--- src/rtl/jpeg_pkg.sv ---
// jpeg_pkg: shared block geometry, pixel layout and read-state type for the JPEG front end
package jpeg_pkg;
   localparam int BLOCK_PIXELS = 64;
   localparam int BLOCK_DIM = 8;
   localparam logic [7:0] LEVEL_OFFSET = 8'd128;
   typedef struct packed {
      logic [7:0] cr;
      logic [7:0] cb;
      logic [7:0] y;
   } ycbcr_pixel_t;
   typedef enum logic {IDLE, STREAM} rd_state_t;
endpackage

--- src/rtl/block_addr_gen.sv ---
// block_addr_gen: maps a replay count to the raster address within an 8x8 block
module block_addr_gen
   import jpeg_pkg::*;
#(
   parameter bit READ_ORDER = 1'b0
) (
   input  logic [5:0] cnt,
   output logic [5:0] addr,
   output logic       last
);
   always_comb begin
      addr = READ_ORDER ? {cnt[2:0], cnt[5:3]} : cnt;
      last = cnt == 6'(BLOCK_PIXELS - 1);
   end
endmodule

--- src/rtl/ycbcr_block_buffer.sv ---
// ycbcr_block_buffer: ping-pong 8x8 YCbCr block store replaying blocks to the DCT stages
module ycbcr_block_buffer
   import jpeg_pkg::*;
#(
   parameter bit LEVEL_SHIFT = 1'b1,
   parameter bit READ_ORDER = 1'b0
) (
   input  logic        clk,
   input  logic        rst,
   input  logic        enable_in,
   input  logic [23:0] data_in,
   output logic        out_valid,
   input  logic        out_ready,
   output logic [7:0]  y_out,
   output logic [7:0]  cb_out,
   output logic [7:0]  cr_out,
   output logic [5:0]  out_index,
   output logic        out_last,
   output logic        overflow
);
   localparam logic [7:0] SHIFT = LEVEL_SHIFT ? LEVEL_OFFSET : 8'd0;
   ycbcr_pixel_t mem [2][BLOCK_PIXELS];
   ycbcr_pixel_t pix;
   rd_state_t state;
   logic [1:0] full, clr, set;
   logic wr_bank, rd_bank, nxt_bank, xfer, rd_done, wr_ok, wr_done, load, nxt_last;
   logic [5:0] wr_cnt, rd_cnt, nxt_cnt, nxt_addr;
   assign xfer = out_valid && out_ready;
   assign rd_done = xfer && rd_cnt == 6'd63;
   assign clr = rd_done ? (rd_bank ? 2'b10 : 2'b01) : 2'b00;
   // a bank drained this cycle is writable this cycle
   assign wr_ok = enable_in && (!full[wr_bank] || clr[wr_bank]);
   assign wr_done = wr_ok && wr_cnt == 6'd63;
   assign set = wr_done ? (wr_bank ? 2'b10 : 2'b01) : 2'b00;
   assign nxt_cnt = (state == STREAM && xfer) ? rd_cnt + 6'd1 : 6'd0;
   assign nxt_bank = rd_done ? ~rd_bank : rd_bank;
   assign load = state == IDLE ? full[rd_bank] : xfer && (!rd_done || full[~rd_bank]);
   assign pix = mem[nxt_bank][nxt_addr];
   block_addr_gen #(.READ_ORDER(READ_ORDER)) u_addr (
      .cnt(nxt_cnt),
      .addr(nxt_addr),
      .last(nxt_last)
   );
   always_ff @(posedge clk)
      if (wr_ok) mem[wr_bank][wr_cnt] <= data_in;
   always_ff @(posedge clk or posedge rst)
      if (rst) begin
         state <= IDLE;
         full <= 2'b00;
         wr_bank <= 1'b0;
         rd_bank <= 1'b0;
         wr_cnt <= 6'd0;
         rd_cnt <= 6'd0;
         out_valid <= 1'b0;
         y_out <= 8'd0;
         cb_out <= 8'd0;
         cr_out <= 8'd0;
         out_index <= 6'd0;
         out_last <= 1'b0;
         overflow <= 1'b0;
      end else begin
         full <= (full & ~clr) | set;
         if (wr_ok) wr_cnt <= wr_cnt + 6'd1;
         if (wr_done) wr_bank <= ~wr_bank;
         if (enable_in && !wr_ok) overflow <= 1'b1;
         if (rd_done) rd_bank <= ~rd_bank;
         if (load) begin
            state <= STREAM;
            out_valid <= 1'b1;
            rd_cnt <= nxt_cnt;
            out_index <= nxt_addr;
            out_last <= nxt_last;
            y_out <= pix.y ^ SHIFT;
            cb_out <= pix.cb ^ SHIFT;
            cr_out <= pix.cr ^ SHIFT;
         end else if (rd_done) begin
            state <= IDLE;
            out_valid <= 1'b0;
            rd_cnt <= 6'd0;
         end
      end
endmodule

--- config.mk ---
export PLATFORM = sky130hd
export DESIGN_NAME = ycbcr_block_buffer
export DESIGN_NICKNAME = d
export VERILOG_FILES = /design/src/rtl/jpeg_pkg.sv /design/src/rtl/block_addr_gen.sv /design/src/rtl/ycbcr_block_buffer.sv
export SDC_FILE = /design/constraint.sdc
export NUM_CORES = 2
export LEC_CHECK = 0
export BUFFER_PORTS_ARGS = -buffer_cell sky130_fd_sc_hd__buf_4
export CAP_MARGIN = 5
export CORE_ASPECT_RATIO = 0.75
export CORE_MARGIN = 4
export CORE_UTILIZATION = 60
export CTS_BUF_LIST = sky130_fd_sc_hd__clkbuf_2 sky130_fd_sc_hd__clkbuf_4 sky130_fd_sc_hd__clkbuf_8
export DETAILED_ROUTE_END_ITERATION = 10
export GPL_ROUTABILITY_DRIVEN = 0
export GPL_TIMING_DRIVEN = 1
export PLACE_DENSITY = 0.76
export SYNTH_ARGS = -nofsm -noshare
export SYNTH_HDL_FRONTEND = slang
export SYNTH_SLANG_ARGS = --single-unit
--- constraint.sdc ---
create_clock -name clk -period 10.6 [get_ports clk]
set_clock_uncertainty 0.05 [all_clocks]
set_input_delay 2.12 -clock clk [delete_from_list [all_inputs] [get_ports clk]]
set_output_delay 2.12 -clock clk [all_outputs]
set_load 0.05 [all_outputs]
======== After elaboration in Yosys (flattened, before gate mapping) ========
Memory sizes are Yosys's and may differ from the RTL's.
Index checks and enable logic that the tools add are counted.
storage, ports and cells
  bits in registers ....................... 49
  memory bits (writable) .................. 3072
  output and inout port bits .............. 33
  word-level logic and storage cells ...... 74
  input bits .............................. 28
  memories ................................ 1
cells by class
  reductions and logical operators ........ 14
  mux-type cells .......................... 26
  add/sub/neg operators ................... 2
  $lt $le $gt $ge ......................... 6
  equal/unequal tests ..................... 3
  bitwise operators ....................... 10
memories
  name  words  width  read ports  clocked after memory_dff  wr ports  line                      text
  mem   2      1536   1           0                         1         ycbcr_block_buffer.sv:22  ycbcr_pixel_t mem [2][BLOCK_PIXELS];
operators with widths
  cell                   count
  $mux W1536             1
  $bmux W24 S6           1
  $demux W24 S6          1
  $mux W24               3
  $eq A6 B6 Y1 const B   3
  $mux W6                3
  $ge A7 B7 Y1 const B   2
  $not A6 Y7             2
  $mux W1                13
  $add A6 B1 Y6 const B  2
  $logic_and A1 B1 Y1    8
  $mux W2                4
  $lt A7 B1 Y1 const B   1
  $lt A1 B2 Y1 const B   3
  $not A1 Y1             5
  $logic_not A1 Y1       3
  $and A2 B2 Y2          1
  $logic_or A1 B1 Y1     2
  $not A2 Y2             1
  $or A2 B2 Y2           1
  $reduce_bool A2 Y1     1

======== Longest topological paths before layout ========
  word-level depth ........................ 10
  depth in mapped cells ................... 17
  mapped depth without buffers ............ 12

======== Hierarchy ========
A second synthesis with hierarchy kept.
second synthesis, totals
  cell total of the unflattened synthesis .. 5472
  area total of the unflattened synthesis .. 119976.3 sq um
by module, submodules not included
  module              instances  seq. area each (sq um)  cells an instance  area each (sq um)
  ycbcr_block_buffer  1          93474.6                 5463               119917.5
  block_addr_gen      1          0.0                     9                  58.8

======== Least setup slack after synthesis ========
No wires, ideal clock.
  path type ............................... input to register
  start ................................... in out_ready
  end ..................................... mem mem[0][792] in the netlist's numbering (enable)
  path slack .............................. 5.187 ns
  data arrival time ....................... 4.958 ns
  stages on the path ...................... 11
  setup time .............................. 0.405 ns
  required time ........................... 10.145 ns
  path buffers ............................ 1
  path through ............................ nand2_1 -> nor2_1 -> ha_1 -> nand2b_1 -> nor2_1 -> a21oi_1 -> and2_0 -> nor2b_1 -> nand3_1 -> clkbuf_1 -> nor2_1
between the ends
  word-level cells in the longest chain between the ends .. 9
ends and longest elaborated chain
  item                                         line                      text
  start, declared                              ycbcr_block_buffer.sv:13  input logic out_ready,
  $logic_and A1 B1 Y1                          ycbcr_block_buffer.sv:28  assign xfer = out_valid && out_ready;
  $logic_and A1 B1 Y1                          ycbcr_block_buffer.sv:29  assign rd_done = xfer && rd_cnt == 6'd63;
  $mux W2                                      ycbcr_block_buffer.sv:30  assign clr = rd_done ? (rd_bank ? 2'b10 : 2'b01) : 2'b00;
  $mux W1 (implied by the code) (2 in series)  ycbcr_block_buffer.sv:32  assign wr_ok = enable_in && (!full[wr_bank] || clr[wr_bank]);
  $logic_or A1 B1 Y1                           ycbcr_block_buffer.sv:32
  $logic_and A1 B1 Y1                          ycbcr_block_buffer.sv:32
  $mux W1                                      ycbcr_block_buffer.sv:45  if (wr_ok) mem[wr_bank][wr_cnt] <= data_in;
  $mux W1536 (implied by the code)             ycbcr_block_buffer.sv:45
  end, declared                                ycbcr_block_buffer.sv:22
Every way passes these cells. The select of a mux whose other input is x is not followed.

======== Worst setup path in the final report ========
  start ................................... in out_ready
  end ..................................... reg y_out[6]
between the ends
  word-level cells in the longest chain between the ends .. 7
  elaborated cells on any way between the ends .. 14
  those cells by class .................... 6 x mux; 1 x bitwise; 6 x reduce/logical; 1 x memory
ends and longest elaborated chain
  item                                            line                                                text
  $logic_and A1 B1 Y1 (*)                         ycbcr_block_buffer.sv:28
  $logic_and A1 B1 Y1, on equally long branches   ycbcr_block_buffer.sv:29, ycbcr_block_buffer.sv:35
  $mux W1 or $mux W6 (tied branches)              -
  $mem_v2 Z2 W1536 or $not A6 Y7 (tied branches)  -
  $bmux W24 S6                                    ycbcr_block_buffer.sv:38                            assign pix = mem[nxt_bank][nxt_addr];
  $mux W24 (implied by the code) (2 in series)    ycbcr_block_buffer.sv:38
  end signal, assigned                            ycbcr_block_buffer.sv:73                            y_out <= pix.y ^ SHIFT;
  end, declared                                   ycbcr_block_buffer.sv:14                            output logic [7:0] y_out,
Mark *: on every way between the ends. The rest lies on a longest branch, timed or not. The select of a mux whose other input is x is not followed.
A chain may end at the register's enable or synchronous reset.

==> results.md <==
- Largest net degree at the start of global routing: 121
- I/O Buffers: 60
- Largest cells by area after synthesis: edfxtp_1 (77%), mux4_2 (14%), nand2_1 (1.3%)
- CP Data Arrival Time: 7300 ps
- Top-area cell type share of the netlist area: 0.772
- Post CTS Setup Buffer Count: 0
- Vias per cell: 7.03
- Yosys cell types: 68
- CTS tree: yes
- Num CTS Buffers: 439
- Clock tree root driver cell: clkbuf_8
- Synthesis Warnings: 0
- Fmax: 154 MHz
- Startpoint types: input pin
- Synthesized area: 0.120 mm2
- Final Cycle Share: 0.611
- Post-synthesis register bit count: 3121
- Count leader, synth: edfxtp_1
- Leakage: between 40 and 50 nW
- Pins Over Slew Limit: 1
- Post-synth top cells: edfxtp_1 (3072), mux4_2 (718), nand2_1 (426)
- Wire per inst: 37.4 um
- Critical Path RT: 11410 ps
- Async SR Flop Fraction: 0.0157
- Mean Syn Cell Area: 21.2 um2
- Clk buf depth: 4
- Cells after Synth: around 5600
- P per Cell Area: 193 mW/mm2
- Hpwl dp: 194000 um
- # hold bufs at CTS: 0
- Area grow syn2layout: 11.2%
- Clock sink total: 3121
- Final nets: 6137
- Endpoint class of the critical path: flop
- Clock latency on the worst-skew pair: 1030 ps
- Die W: about 520 um
- Core footprint: 0.198 mm2
- DRC viols: 0
- Tot Pwr: 25.7 mW
- Post-synth EDFFs: about 3100
- Clk pin slew, worst setup/hold paths: around 70 ps
- Starting DRT DRC Count: about 12000
- Failing checks: max-slew violations
- Worst Max-Slew Pin Slew: 1650 ps
- # setup viols final: 0
- Slew headroom: -0.102
- Setup TNS: 0 ps
- RSZ-0062 raised after global routing: no
- Total Wirelength: approximately 340000 um
- HP Class: reg -> reg
- Initial antenna violation count: 28
- GRT Util Overall: 0.332
- Clock H-tree levels: 5
- Initial Util: 0.605
- Area leader, netlist: edfxtp_1
- Final core area utilization: 0.673
- Kind of critical path: in -> reg
- Die Y: 395 um
- Maximum VDD drop: between 150 and 200 uV
- Maxcap violations: 0
- Vias in the first global route: 62500
- Synth Net Count: 5677
- Hold depth: 2
- Rows: 141
- R2r worst-path depth: 9
- DIE AREA: 0.207 mm2
- Critical Path Fanout Max: 90
- Top_reg_cell synth: edfxtp_1
- Outcome: finished, violations left
- First-pass GRT wire length: 478000 um
- Cts repair resizes: 0
- Period minus WS final: 6480 ps
- Final hold vios: 0
- Sequential-to-total area share from yosys stat: 0.782
- Share of cells above drive strength 1: 0.294
- Pre-Repair DR Iteration Count: 6
- Vias: between 60000 and 70000
- Total gr overflow: 0
- Antenna viol nets, final: 0
- Ports: 61
[metrics by stage]
stage | instance area [um2] | worst slack (ps) | std cells | hold WS, ps
4_1_cts | 133000 | 4190 | 9089 | 445
6_report | 133000 | 4120 | 9101 | 440
3_5_place_dp | 124000 | 3130 | 8306 | 431
2_1_floorplan | 120000 | 5190 | 5645 | 432
5_1_grt | 133000 | 3890 | 9093 | 461
3_3_place_gp | 124000 | 2380 | 8300 | 418
[flip-flops by register name, indices dropped and copies added, names as in the netlist]
| name | flops |
|---|---|
| cb_out | 8 |
| overflow | 1 |
| out_index | 6 |
| cr_out | 8 |
| wr_bank | 1 |
| y_out | 8 |
| out_last | 1 |
| mem | 3072 |
| wr_cnt | 6 |
| rd_cnt | 6 |
| full | 2 |
| rd_bank | 1 |
| state | 1 |
[critical path, cell delays in order]
cell and delay (ps):
buf_4 220, nand2_1 330, nor2_1 360, ha_4 670
buf_12 560, buf_4 830, mux4_2 600, a22o_1 260
a221oi_1 1060, o21bai_1 190
[power by group]
group | internal (mW) | leakage (nW) | switching [mW]
logic | 0.575 | 8.79 | 1.92
registers | 13.8 | 28.2 | 0.169
clock network | 4.75 | 4.48 | 4.47
[per-layer routing]
layer,share of wire,vias up,GRT usage
met3,0.17,854,0.126
met2,0.43,5810,0.457
met4,0.051,28,0.147
met5,0.0013,-,0.00839
met1,0.34,32800,0.478
li1,-,24500,-
[cell families (layout without fill, tap and decap cells)]
kind of cell | count (synthesis) | after routing | share of synthesized area
other cells | 0 | 9 | 0
mux | 817 | 817 | 0.144
buf+inv | 319 | 1121 | 0.0140
xor+xnor | 8 | 8 | 0.000712
flops | 3121 | 3121 | 0.782
fa+ha+maj | 4 | 4 | 0.000419
simple gates | 870 | 870 | 0.0310
compound gates | 506 | 506 | 0.0285
[placed cells by master (no fill, tap or decap), drive strengths merged, types with 11 or more instances in the layout]
cell type,instances
nor3,27
nor4,20
bufinv,11
dfrtp,49
clkbuf,596
inv,12
a221oi,27
a32oi,14
mux2i,90
nor2b,12
nor2,224
o22ai,89
buf,331
o211ai,24
and3,32
nand2,426
o21ai,67
edfxtp,3072
a31oi,40
mux4,718
a22oi,30
a211oi,42
nand3,100
clkinv,163
a21oi,90
[path summary, 6_finish.rpt]
| path | start | endpoint | slack (ps) |
|---|---|---|---|
| max | out_ready | y_out[6] | 4120 |
| min | out_index[5] | out_index[5] | 440 |
| max reg2reg | state | y_out[6] | 4580 |
| min reg2reg | out_index[5] | out_index[5] | 440 |
| max in group asynchronous | rst | rd_cnt[0] | 8270 |
| min in group asynchronous | rst | out_index[1] | 950 |
[cell type report]
cell class	instances	area, um2
fillers	12000	64600
clock buffers	596	7330
clock inverters	187	1140
multi-input cells	2205	25000
inverters	7	33.8
repair buffers	331	2700
well taps	2645	3310
flip-flops and latches	3121	93500
diodes	9	22.5
Power figures use the tool's default switching activity.
